[src/rtl/prefetcher_pkg.sv]
// Shared constants and FSM encoding for the instruction prefetch unit.
package prefetcher_pkg;
  localparam int REG_BITS    = 8;
  localparam int WORD_BITS   = 2 * REG_BITS;
  localparam int NSHIFT      = 2;
  localparam int CHUNKS      = WORD_BITS / NSHIFT;
  localparam int QUEUE_WORDS = 2;

  typedef enum logic [2:0] {
    ST_IDLE    = 3'd0,
    ST_REQ     = 3'd1,
    ST_ADDR    = 3'd2,
    ST_WAIT_RX = 3'd3,
    ST_DATA    = 3'd4
  } pf_state_t;
endpackage

[src/rtl/prefetch_queue.sv]
// Small circular FIFO holding prefetched instruction words.
module prefetch_queue #(
  parameter int DEPTH = 2,
  parameter int WIDTH = 16
) (
  input  logic                         clk,
  input  logic                         reset,
  input  logic                         push,
  input  logic [WIDTH-1:0]             push_data,
  input  logic                         pop,
  input  logic                         flush,
  output logic [WIDTH-1:0]             head,
  output logic [$clog2(DEPTH+1)-1:0]   count
);
  localparam int PW = (DEPTH > 1) ? $clog2(DEPTH) : 1;
  localparam int CW = $clog2(DEPTH + 1);

  logic [WIDTH-1:0] mem [DEPTH];
  logic [PW-1:0]    rd_ptr;
  logic [PW-1:0]    wr_ptr;

  function automatic logic [PW-1:0] ptr_next(input logic [PW-1:0] p);
    return (p == PW'(DEPTH - 1)) ? '0 : p + 1'b1;
  endfunction

  always_ff @(posedge clk) begin
    if (push) mem[wr_ptr] <= push_data;
  end

  always_ff @(posedge clk) begin
    if (reset || flush) begin
      rd_ptr <= '0;
      wr_ptr <= '0;
      count  <= '0;
    end else begin
      if (push) wr_ptr <= ptr_next(wr_ptr);
      if (pop)  rd_ptr <= ptr_next(rd_ptr);
      count <= count + CW'(push) - CW'(pop);
    end
  end

  assign head = mem[rd_ptr];
endmodule

[src/rtl/prefetcher.sv]
// Instruction prefetcher: owns the PC, fetches 16-bit words over the serial
// TX/RX links and hands them to the decoder or the imm16 register.
module prefetcher
  import prefetcher_pkg::*;
(
  input  logic              clk,
  input  logic              reset,
  input  logic              block_prefetch,
  input  logic              write_pc_now,
  input  logic              ext_pc_next,
  input  logic [2:0]        comp_counter,
  input  logic [NSHIFT-1:0] pc_data_out,
  output logic [NSHIFT-1:0] pc_data_in,
  output logic              prefetch_idle,
  output logic              any_prefetched,
  input  logic              load_imm16,
  output logic              imm16_loaded,
  output logic [NSHIFT-1:0] imm_data_in,
  input  logic              next_imm_data,
  output logic [15:0]       imm_full,
  output logic [15:0]       inst_word,
  output logic              inst_word_valid,
  input  logic              inst_word_consume,
  output logic              pf_tx_req,
  input  logic              pf_tx_grant,
  input  logic              pf_tx_data_next,
  output logic [NSHIFT-1:0] pf_tx_data,
  input  logic              pf_rx_data_valid,
  input  logic              pf_rx_done,
  input  logic [NSHIFT-1:0] rx_pins,
  output logic [2:0]        dbg_state
);
  localparam int CW = $clog2(QUEUE_WORDS + 1);

  pf_state_t            state;
  logic [WORD_BITS-1:0] addr_sr;
  logic [2:0]           chunk_cnt;
  logic [WORD_BITS-1:0] rx_word;
  logic [WORD_BITS-1:0] pc;
  logic [WORD_BITS-1:0] imm;
  logic [CW-1:0]        q_count;
  logic [WORD_BITS-1:0] q_head;

  logic                 flush;
  logic                 imm_take;
  logic                 q_pop;
  logic                 q_push;
  logic                 start_fetch;
  logic [WORD_BITS-1:0] rx_shifted;

  // A jump completes on the last chunk of a PC write; the queue is then stale.
  assign flush       = ext_pc_next && write_pc_now && (comp_counter == 3'd7);
  assign imm_take    = load_imm16 && (q_count != '0) && !imm16_loaded;
  assign q_pop       = imm_take || inst_word_consume;
  assign rx_shifted  = {rx_pins, rx_word[WORD_BITS-1:NSHIFT]};
  assign q_push      = ((state == ST_WAIT_RX) || (state == ST_DATA)) &&
                       pf_rx_data_valid && pf_rx_done;
  // The imm16 pulse cycle holds back a slot so the scheduler sees a stable queue.
  assign start_fetch = !block_prefetch &&
                       ((int'(q_count) + int'(imm16_loaded)) < QUEUE_WORDS);

  prefetch_queue #(.DEPTH(QUEUE_WORDS), .WIDTH(WORD_BITS)) u_queue (
    .clk       (clk),
    .reset     (reset),
    .push      (q_push),
    .push_data (rx_shifted),
    .pop       (q_pop),
    .flush     (flush),
    .head      (q_head),
    .count     (q_count)
  );

  always_ff @(posedge clk) begin
    if (reset) begin
      state     <= ST_IDLE;
      addr_sr   <= '0;
      chunk_cnt <= '0;
      rx_word   <= '0;
    end else begin
      case (state)
        ST_IDLE: begin
          if (start_fetch) begin
            state     <= ST_REQ;
            addr_sr   <= pc + WORD_BITS'({q_count, 1'b0});
            chunk_cnt <= '0;
          end
        end
        ST_REQ: begin
          if (pf_tx_grant) state <= ST_ADDR;
        end
        ST_ADDR: begin
          if (pf_tx_data_next) begin
            addr_sr   <= addr_sr >> NSHIFT;
            chunk_cnt <= chunk_cnt + 3'd1;
            if (chunk_cnt == 3'd7) state <= ST_WAIT_RX;
          end
        end
        ST_WAIT_RX, ST_DATA: begin
          if (pf_rx_data_valid) begin
            rx_word <= rx_shifted;
            state   <= pf_rx_done ? ST_IDLE : ST_DATA;
          end
        end
        default: state <= ST_IDLE;
      endcase
    end
  end

  always_ff @(posedge clk) begin
    if (reset) begin
      pc           <= '0;
      imm          <= '0;
      imm16_loaded <= 1'b0;
    end else begin
      imm16_loaded <= imm_take;
      if (ext_pc_next)
        pc <= {(write_pc_now ? pc_data_out : pc[NSHIFT-1:0]), pc[WORD_BITS-1:NSHIFT]};
      else if (q_pop)
        pc <= pc + 16'd2;
      if (flush)
        imm <= '0;
      else if (imm_take)
        imm <= q_head;
      else if (next_imm_data)
        imm <= {imm[NSHIFT-1:0], imm[WORD_BITS-1:NSHIFT]};
    end
  end

  assign pc_data_in      = pc[NSHIFT-1:0];
  assign prefetch_idle   = (state == ST_IDLE);
  assign any_prefetched  = (q_count != '0);
  assign imm_data_in     = imm[NSHIFT-1:0];
  assign imm_full        = imm;
  assign inst_word       = q_head;
  assign inst_word_valid = any_prefetched && !load_imm16;
  assign pf_tx_req       = (state == ST_REQ);
  assign pf_tx_data      = (state == ST_ADDR) ? addr_sr[NSHIFT-1:0] : '0;
  assign dbg_state       = state;
endmodule
[config.mk]
export PLATFORM = sky130hd
export DESIGN_NAME = prefetcher
export DESIGN_NICKNAME = d
export VERILOG_FILES = /design/src/rtl/prefetcher_pkg.sv /design/src/rtl/prefetch_queue.sv /design/src/rtl/prefetcher.sv
export SDC_FILE = /design/constraint.sdc
export NUM_CORES = 1
export LEC_CHECK = 0
export ABC_AREA = 1
export ABC_CLOCK_PERIOD_IN_PS = 4200
export BUFFER_PORTS_ARGS = -buffer_cell sky130_fd_sc_hd__buf_4
export CAP_MARGIN = 20
export CORE_MARGIN = 2
export CORE_UTILIZATION = 45
export CTS_CLUSTER_SIZE = 14
export DETAILED_ROUTE_END_ITERATION = 16
export HOLD_SLACK_MARGIN = 0.06
export PLACE_DENSITY = 0.64
export REMOVE_ABC_BUFFERS = 1
export SLEW_MARGIN = 5
export SYNTH_ARGS = -nofsm -noshare
export SYNTH_HDL_FRONTEND = slang
export SYNTH_SLANG_ARGS = --single-unit
[constraint.sdc]
create_clock -name clk -period 4.2 [get_ports clk]
set_input_delay 0.42 -clock clk [delete_from_list [all_inputs] [get_ports clk]]
set_output_delay 0.42 -clock clk [all_outputs]
set_load 0.005 [all_outputs]
==> reports/qor.yml <==
outcome: "complete, no violations"
drt_iter0_drc: 355
peakVddDrop_mv: 0.246
synthesis.area_per_instance_um2: 8.03
post_drt_wl_per_cell_um: 14.5
hpwl_um: 8490
setup_viol: 0
cts.sinks: 106
dr.pass1.iters: 5
via_count: 4360
setup_tns_ns: 0
post-place-ws_ns: 1.99
die-height_um: 110
relSlewSlack: 0.326
drv_slew: 0
post_cts_resized: 0
num_rows: 38
cts_hold_buffers: 0
worst_ep_arrival_time_ns: 1.81
cts_buffer_depth: 2
synth-seq-cells: 106
layoutNonFillerInstCount: 823
yosysSeqAreaShare: 0.483
cp_max_fo: 23
ant_nets: 0
coreArea_mm2: 0.0109
place_inst: 807
num_io_pins: 65
synth_area_mm2: 0.00506
finalHoldViolCount: 0
first_global_vias: 4098
clock-root-buffer: "clkbuf_8"
finalWorstSetupSlack_ns: 1.97
start_kind: "flip-flop"
start_util: 0.465
ys_types: 32
post_cts_buffers: 0
grt_use_total: 0.206
hold_path.class: "in2reg"
antenna_found_initial: 0
num-nets-final: 704
routed_wl_um: 11900
layout-drive-gt1-share: 0.176
cts_buffers: 9
synth_warnings: 0
rr_worst_depth: 8
required_ns: 3.78
grt_setup_unrepaired: "no"
clkTransAtPathRegs_ns: 0.11
finalCriticalPeriod_ns: 2.23
worstSetupPathType: "reg2out"
p_total_mw: 2.82
gp_congestion: 0.923
period_share: 0.531
powerDensity_mw_per_mm2: 489
regToRegSetupSlack_ns: 2.03
h-tree-depth: 3
cts_tree: "yes"
final_common_cell: "nand2_1"
hold-path-endpoint: "u_queue.mem[0][15]$_DFFE_PP_"
fin_worst_skew_ns: 0.00839
clkLatencyLatePin_ns: 0.37
reg2reg_to: "u_queue.mem[0][1]$_DFFE_PP_"
layout_common_cells: "nand2_1 (135), nor2_1 (82), dfxtp_1 (74)"
grt_pass1_wl_um: 19400
area_growth_pct: 13.9
min-delay-start: "rx_pins[1]"
tightest_slew_ns: 1.01
leakage_nw: 2.34
grt_max_degree: 37
fmax_mhz: 449
postSynthCellCount: 630
max_cap_viol_count: 0
die_x_um: 110
grt_overflow: 0
hold_depth: 1
via_per_inst: 5.30
post-route-drc-count: 0
io_buffer_count: 64
r2r_start: "dbg_state[2]$_SDFFE_PP0P_"
antenna_cells: 0
fp.dieArea_mm2: 0.0121
endpoint_kind: "output pin"
==> cell type report <==
class	instances	area [µm²]
fillers	1053	5120
flip-flops and latches	106	2440
multi-input cells	439	2240
repair buffers	66	495
inverters	56	210
well taps	140	175
clock buffers	10	138
clock inverters	6	65.1
==> per-stage QoR <==
step | hold WS, ns | utilization | cell area (µm²)
after global routing | 0.208 | 0.529 | 5760
after global placement | 0.431 | 0.511 | 5560
final | 0.238 | 0.529 | 5760
after CTS | 0.221 | 0.529 | 5760
after floorplan | 0.420 | - | 4890
after detailed placement | 0.444 | 0.511 | 5560
==> worst max-delay path: stages, from the launching register on <==
cell and delay, ns:
dfxtp_1 0.37, nor2_2 0.16, nand2_1 0.50, nor2_1 0.26
buf_4 0.14
==> how the worst max path moves through the flow <==
stage / slack (ns) / cells past startpoint / end / from
floorplan: 2.10 / 6 / u_queue.mem[1][0]$_DFFE_PP_ / dbg_state[2]$_SDFFE_PP0P_
global placement: 2.12 / 8 / u_queue.mem[0][10]$_DFFE_PP_ / dbg_state[2]$_SDFFE_PP0P_
detailed placement: 1.99 / 8 / u_queue.mem[0][10]$_DFFE_PP_ / dbg_state[2]$_SDFFE_PP0P_
CTS: 1.94 / 4 / pf_tx_data[1] / dbg_state[2]$_SDFFE_PP0P_
global route: 1.72 / 8 / u_queue.mem[0][1]$_DFFE_PP_ / dbg_state[2]$_SDFFE_PP0P_
finish: 1.97 / 4 / pf_tx_data[1] / dbg_state[0]$_SDFFE_PP0P_
==> Yosys cell counts (all sizes together) <==
cell	number	area share
ha	6	0.015
fa	1	0.0040
o31ai	1	0.0025
nor3	3	0.0030
mux2	16	0.036
nand4	13	0.016
or2	1	0.0012
buf	22	0.028
o21bai	1	0.0015
nand2	140	0.11
a21oi	38	0.038
nand3	46	0.046
a31oi	18	0.022
a211oi	1	0.0015
inv	56	0.042
nand3b	1	0.0015
nor2	91	0.078
xor2	8	0.014
dfxtp	74	0.29
clkbuf	7	0.0052
edfxtp	32	0.19
o21ai	54	0.054
==> power breakdown <==
| part | total (mW) | internal, mW | leakage, nW | switching, mW |
|---|---|---|---|---|
| combinational | 0.854 | 0.316 | 1.34 | 0.537 |
| clock | 0.640 | 0.251 | 0.104 | 0.389 |
| sequential | 1.33 | 1.21 | 0.900 | 0.117 |
| total | 2.82 | 1.78 | 2.34 | 1.04 |
==> kinds of logic after synthesis <==
group / Yosys count / synth area share
adders and majority gates: 7 / 0.0188
and+or+nand+nor: 295 / 0.255
buffers and inverters: 85 / 0.0749
DFF: 106 / 0.483
xor gates and xnor gates: 8 / 0.0139
AOI/OAI and AO/OA: 113 / 0.119
muxes: 16 / 0.0356
==> state kept, by name, summed over array words and instances, names as in the netlist, named ones only <==
name            count
addr_sr            16
u_queue.mem        32
u_queue.rd_ptr      1
rx_word            14
chunk_cnt           3
pc                 16
imm_full           16
u_queue.count       2
u_queue.wr_ptr      1
dbg_state           3
imm16_loaded        1
==> routing by layer <==
layer / global-route usage / up-vias / part of all wire
met2: 0.378 / 115 / 0.51
met3: 0.0400 / 22 / 0.049
met4: 0.0660 / 0 / 0.017
li1: - / 2185 / -
met1: 0.240 / 2038 / 0.42
met5: 0 / - / 0
Power figures use the tool's default switching activity.
